<file path="config.mk">
export PLATFORM = sky130hd
export DESIGN_NAME = uart_rx
export DESIGN_NICKNAME = d
export VERILOG_FILES = /design/src/rtl/uart_rx.sv
export SDC_FILE = /design/constraint.sdc
export NUM_CORES = 1
export LEC_CHECK = 0
export BUFFER_PORTS_ARGS = -buffer_cell sky130_fd_sc_hd__buf_2
export CAP_MARGIN = 20
export CELL_PAD_IN_SITES_DETAIL_PLACEMENT = 1
export CELL_PAD_IN_SITES_GLOBAL_PLACEMENT = 1
export CORE_ASPECT_RATIO = 1.1
export CORE_MARGIN = 8
export CORE_UTILIZATION = 45
export DETAILED_ROUTE_END_ITERATION = 8
export PLACE_DENSITY_LB_ADDON = 0.1
export REMOVE_ABC_BUFFERS = 1
export SLEW_MARGIN = 30
export SYNTH_ARGS = -nofsm -noshare
export SYNTH_HDL_FRONTEND = slang
export SYNTH_SLANG_ARGS = --single-unit
export TNS_END_PERCENT = 30
</file>
<file path="constraint.sdc">
create_clock -name clk_i -period 4.6 [get_ports clk_i]
set_input_delay 0.69 -clock clk_i [delete_from_list [all_inputs] [get_ports clk_i]]
set_output_delay 0.69 -clock clk_i [all_outputs]
set_load 0.05 [all_outputs]
</file>
<file path="src/rtl/uart_rx.sv">
// uart_rx: UART receiver with a 2-flop synchronizer and 3-sample majority vote per bit.
// Ports:
//   clk_i           system clock, OS x bit rate
//   rst_i           asynchronous active-high reset
//   rx_i            serial line, idle high, asynchronous to clk_i
//   parity_en_i     1 = frame carries a parity bit between data and stop
//   parity_type_i   0 = even, 1 = odd
//   p_data_o        last good word, only updated on a good frame
//   data_valid_o    one-cycle pulse: p_data_o holds a new good word
//   parity_error_o  one-cycle pulse: parity mismatch, frame dropped
//   stop_error_o    one-cycle pulse: stop bit voted 0, frame dropped
module uart_rx #(
    parameter int WIDTH = 8,
    parameter int OS    = 8
) (
    input  logic             clk_i,
    input  logic             rst_i,
    input  logic             rx_i,
    input  logic             parity_en_i,
    input  logic             parity_type_i,
    output logic [WIDTH-1:0] p_data_o,
    output logic             data_valid_o,
    output logic             parity_error_o,
    output logic             stop_error_o
);
    localparam int TW = $clog2(OS);
    localparam int BW = $clog2(WIDTH + 1);
    localparam logic [TW-1:0] T_LAST = TW'(OS - 1);
    localparam logic [TW-1:0] T_S0   = TW'(OS / 2 - 1);
    localparam logic [TW-1:0] T_S1   = TW'(OS / 2);
    localparam logic [TW-1:0] T_DEC  = TW'(OS / 2 + 1);
    localparam logic [BW-1:0] B_LAST = BW'(WIDTH - 1);

    typedef enum logic [2:0] {IDLE, START, DATA, PARITY, STOP} state_t;

    state_t           state_q;
    logic [1:0]       sync_q;
    logic [TW-1:0]    tick_q;
    logic [BW-1:0]    bit_q;
    logic [WIDTH-1:0] shift_q;
    logic [1:0]       smp_q;
    logic             par_q;
    logic             en_q;
    logic             type_q;
    logic             rx_s;
    logic             vote;
    logic             wrap;
    logic             dec;
    logic             exp_par;

    assign rx_s = sync_q[1];
    // The third sample is the live synchronized value at the decision tick.
    assign vote    = (smp_q[0] & smp_q[1]) | (smp_q[0] & rx_s) | (smp_q[1] & rx_s);
    assign wrap    = tick_q == T_LAST;
    assign dec     = tick_q == T_DEC;
    assign exp_par = ^shift_q ^ type_q;

    always_ff @(posedge clk_i or posedge rst_i) begin
        if (rst_i) begin
            state_q        <= IDLE;
            sync_q         <= 2'b11;
            tick_q         <= '0;
            bit_q          <= '0;
            shift_q        <= '0;
            smp_q          <= 2'b11;
            par_q          <= 1'b0;
            en_q           <= 1'b0;
            type_q         <= 1'b0;
            p_data_o       <= '0;
            data_valid_o   <= 1'b0;
            parity_error_o <= 1'b0;
            stop_error_o   <= 1'b0;
        end else begin
            sync_q         <= {sync_q[0], rx_i};
            data_valid_o   <= 1'b0;
            parity_error_o <= 1'b0;
            stop_error_o   <= 1'b0;
            tick_q         <= (state_q == IDLE || wrap) ? '0 : tick_q + TW'(1);
            if (tick_q == T_S0) smp_q[0] <= rx_s;
            if (tick_q == T_S1) smp_q[1] <= rx_s;
            case (state_q)
                IDLE: begin
                    // The first low cycle is tick 0, so the next one is tick 1.
                    if (!rx_s) begin
                        state_q <= START;
                        tick_q  <= TW'(1);
                        en_q    <= parity_en_i;
                        type_q  <= parity_type_i;
                    end
                end
                START: begin
                    if (dec && vote) begin
                        state_q <= IDLE;
                        tick_q  <= '0;
                    end else if (wrap) begin
                        state_q <= DATA;
                    end
                end
                DATA: begin
                    if (dec) shift_q <= {vote, shift_q[WIDTH-1:1]};
                    if (wrap) begin
                        bit_q <= (bit_q == B_LAST) ? '0 : bit_q + BW'(1);
                        if (bit_q == B_LAST) state_q <= en_q ? PARITY : STOP;
                    end
                end
                PARITY: begin
                    if (dec) par_q <= vote;
                    if (wrap) state_q <= STOP;
                end
                STOP: begin
                    // Leave at the decision so a back-to-back start edge is not missed.
                    if (dec) begin
                        state_q <= IDLE;
                        tick_q  <= '0;
                        if (!vote) stop_error_o <= 1'b1;
                        else if (en_q && par_q != exp_par) parity_error_o <= 1'b1;
                        else begin
                            p_data_o     <= shift_q;
                            data_valid_o <= 1'b1;
                        end
                    end
                end
                default: state_q <= IDLE;
            endcase
        end
    end
endmodule

</file>
### Word-level counts from Yosys, hierarchy flattened

Cells that the tools add are included.

| word-level totals | value |
|---|---|
| bits in registers | 36 |
| output and inout port bits | 11 |
| word-level logic and storage cells | 77 |

| operators by class | value |
|---|---|
| $add $sub $neg | 2 |
| equality and inequality tests | 16 |
| mux-type cells | 26 |
| bitwise operators | 8 |
| reductions and logical operators | 11 |

Operators by type and width:

| operator | count |
|---|---|
| 3-bit 2-to-1 mux | 12 |
| 3-bit one-hot mux with 5 select lines | 1 |
| 3-bit == test, second input constant | 4 |
| 1-bit 2-to-1 mux | 11 |
| 2-bit != test, second input constant | 5 |
| 3-bit by 2-bit == test with 1-bit output, second input constant | 3 |
| 3-bit one-hot mux with 3 select lines | 1 |
| 2-bit AND reduction | 4 |
| 8-bit XOR reduction | 1 |
| 6-bit AND reduction | 1 |
| 4-bit by 1-bit adder with 4-bit output, second input constant | 1 |
| 4-bit by 3-bit == test with 1-bit output, second input constant | 1 |
| 4-bit 2-to-1 mux | 1 |
| 4-bit AND reduction | 1 |
| 3-bit by 1-bit adder with 3-bit output, second input constant | 1 |
| 1-bit bitwise AND | 3 |
| 3-bit by 1-bit == test with 1-bit output, second input constant | 1 |
| 3-bit zero test | 1 |
| 3-bit != test, second input constant | 1 |
| 1-bit logical AND | 2 |
| 1-bit inverter | 2 |
| 1-bit OR | 2 |
| 1-bit logical OR | 1 |
| 1-bit != test | 1 |
| 1-bit XOR | 1 |

### Depth between registers and ports, before layout

| depth | value |
|---|---|
| depth after elaboration | 8 |
| gate-level depth with buffers | 8 |

### Worst setup path after synthesis

Ideal clock, no wire load.

| timing path | value |
|---|---|
| kind | register to register |
| start point | register shift_q[3] |
| end point | register p_data_o[0] |
| arrival | 1.753 ns |
| required time | 4.475 ns |
| slack | 2.722 ns |
| cell stages (with the launch flop) | 6 |
| path buffers | 0 |
| clock period less this slack | 1.878 ns |
| path through | dfrtp_1 xor2_1 xnor3_1 xnor2_2 a21oi_4 mux2_2 |

| between the ends | value |
|---|---|
| longest elaborated chain between the ends | 6 |

Ends and longest elaborated chain:

| what | RTL line | text |
|---|---|---|
| from (decl) | 40 | `logic [WIDTH-1:0] shift_q;` |
| from (signal assigned) | 100 | `if (dec) shift_q <= {vote, shift_q[WIDTH-1:1]};` |
| 8-bit XOR reduction | 56 | `assign exp_par = ^shift_q ^ type_q;` |
| 1-bit XOR | 56 |  |
| 1-bit != test | 116 | `else if (en_q && par_q != exp_par) parity_error_o <= 1'b1;` |
| 1-bit logical AND | 116 |  |
| 1-bit inverter (no line) | n/a |  |
| 4-bit AND reduction (no line) | n/a |  |
| to (signal assigned) | 118 | `p_data_o <= shift_q;` |
| to (decl) | 21 | `output logic [WIDTH-1:0] p_data_o,` |

Every way passes these cells.
A chain may end at the register's enable or synchronous reset.

### Worst setup path in the final report

| timing path | value |
|---|---|
| start point | register shift_q[3] |
| end point | register p_data_o[1] |

The elaborated chain is that of the path after synthesis.

==> flow_summary.ini <==
[final_layout]
nNetsFinal = 160
n_antenna_cell = 0
area_growth_syn_to_layout_pct = 13.7
drive_gt1_share_pct = 36.0

[grt]
grt_start_max_net_pins = 37
grt_pass1_vias = 1096
grtUsageTotal_pct = 11.8
grt_first_pass_wirelength_um = 5210
antenna_found_initial = 0
grt.overflow.total = 0

[floorplanning]
die-area_um2 = 5870
row_count = 23
start_util_pct = 46.3
core_um2 = 3570
io_pins = 16
die_w_um = 73.8
dieHeight_um = 79.5

[clock_network]
ctsHoldBuffers = 0
cts_tree = built
cts_root_buf = clkbuf_8
numCtsBuffers = 5
cts_max_level = 2
clk_latency_ns = 0.28
cts.sinks = 36
path_clk_slew_ns = 0.07
cts_setup_buffers = 0
ctsResizeCount = 0
cts_buffer_depth = 2

[job]
cap_viol_max_count = 0

[run_status]
run_status = complete, no violations

[drt]
drt-total-wl_um = 3080
drc = 0
post_drt_wl_per_cell_um = 15.4
ant_nets = 0
drt_first_pass_iters = 4
num_vias = 1020
drt_iter0_markers = 85
vias_per_cell = 5.10

[timing]
setup_viol = 0
slew_viol_final = 0
fin_tns_setup_ns = 0
min_period_ns = 2.06
post-route-period-util_pct = 44.7
relSlewSlack_pct = 63.8
max_freq_mhz = 486
fin_ws_ns = 2.54
tightestPinTransition_ns = 0.538
hold_viol_final = 0
rsz0062_at_grt = no
fin_worst_skew_ns = 0.00232

[synth]
synth-seq-area-share_pct = 54.8
avgSynthCellArea_um2 = 12.6
ys_types = 31
ys.flop_type = dfrtp_1
synthTopCellsByArea = dfrtp_1 48%, mux2_2 16%, dfstp_2 6.4%
synth_top_cell_by_area = dfrtp_1
synth_most_common_cell = dfrtp_1
synth.mux.area_fraction_pct = 16.4
synth_edf_count = 0
ys_ff_latch = 36
yosys.area_share.simple_pct = 10.6
async_flop_share_pct = 100
synthAdderAreaFrac_pct = 5.15
ys.warnings.count = 0
synth_top_family_by_area = multiplexers
synth_commonest_cells = 32 x dfrtp_1, 24 x mux2_2, 10 x nor2_1, 9 x nand2_1, 6 x ha_1
syn_area_um2 = 1650
synth_xor_area_share_pct = 6.06
syn_inst = 131
synth_top_area_share_pct = 48.5
synth-compound-area-share_pct = 4.70

[power_and_ir_drop]
p_leak_nw = 0.943
power_w = 0.000911
p_per_area_nw_per_um2 = 485
peakVddDrop_v = 0.000287

[setup_path]
end_kind = flip-flop
critPathTopFamily = XOR/XNOR gates
path_buf_inv = 0
crit_fanout = 9
cp_cell_sequence = xor2_1 > xnor3_1 > xnor2_2 > a21oi_4 > mux2_2
arrival_ns = 2.23
path_class = reg2reg
cp-start-kind = flip-flop
max_stage_delay_ns = 0.45
cp.required_ns = 4.77
crit_slowest_cell = xnor3_1

[placement]
routabilityCongestion = 0.729
port_buffers = 15
post-place-ws_ns = 2.52
dp_hpwl_um = 2240

[worst_hold_path]
hold_class = reg2reg
## report_power, final
part | internal, W | switching, W | leakage, nW | total (W)
Sequential | 0.000374 | 0.0000641 | 0.473 | 0.000438
Combinational | 0.000121 | 0.000109 | 0.419 | 0.000230
Clock | 0.000137 | 0.000107 | 0.0515 | 0.000244
## flip-flops by register name, summed over array words and instances, names as in the netlist
register and cells:
stop_error_o 1, sync_q 2, parity_error_o 1, tick_q 3
smp_q 2, shift_q 8, type_q 1, p_data_o 8
par_q 1, state_q 3, bit_q 4, en_q 1
data_valid_o 1
## stage by stage
step	hold WS (ns)	instance area [um2]	instances	util, %
3_5_place_dp	0.354	1780	192	49.8
2_1_floorplan	0.345	1630	126	-
4_1_cts	0.362	1880	200	52.6
5_1_grt	0.370	1880	200	52.6
3_3_place_gp	0.346	1780	192	49.8
6_report	0.362	1880	200	52.6
## path summary, 6_finish.rpt
check	start	to	slack, ns	cells past startpoint
worst max-delay path	shift_q[3]$_DFFE_PP0P_	p_data_o[1]$_DFFE_PP0P_	2.54	5
worst min-delay path	sync_q[0]$_DFF_PP1_	sync_q[1]$_DFF_PP1_	0.36	0
worst max register to register	shift_q[3]$_DFFE_PP0P_	p_data_o[1]$_DFFE_PP0P_	2.54	5
worst min register to register	sync_q[0]$_DFF_PP1_	sync_q[1]$_DFF_PP1_	0.36	0
max in group asynchronous	rst_i	sync_q[0]$_DFF_PP1_	3.75	3
min in group asynchronous	rst_i	bit_q[0]$_DFFE_PP0P_	0.51	3
## area by class of cell
cell class	instances	area, um2
sequential	36	906
inverter	5	18.8
clock buffer	8	100
tap	50	62.6
fill	415	1690
multi-input combinational	85	708
timing repair buffer	16	82.6
## cells by family after synthesis
group | Yosys count
AO/OA/AOI/OAI | 10
flip-flops | 36
AND/OR/NAND/NOR | 35
adder cells (fa/ha/maj) | 7
buffers and inverters | 10
XOR/XNOR | 9
multiplexers | 24
## layout by cell type (no fill, tap or decap), types with 3 or more instances in the layout
master,instances
buf_2,15
clkbuf_8,7
dfrtp_1,32
dfstp_2,4
ha_1,6
inv_1,5
mux2_2,24
nand2_1,9
nor2_1,10
nor3_1,3
nor3b_1,3
xnor2_1,5
## worst reg2reg max path, delay by kind of cell (launching register included)
family | cells | cell delay, ns
multiplexers | 1 | 0.39
AO/OA/AOI/OAI | 1 | 0.33
XOR/XNOR | 3 | 0.81
flip-flops | 1 | 0.41
## per-layer routing
metal / wire (um) / vias up / track usage (%)
li1: - / 487 / -
met1: 1340 / 519 / 13.2
met2: 1620 / 10 / 20.1
met3: 90 / 4 / 3.89
met4: 31 / 0 / 4.20
met5: 0 / - / 0
No activity file was read; power rests on OpenSTA's default activity.
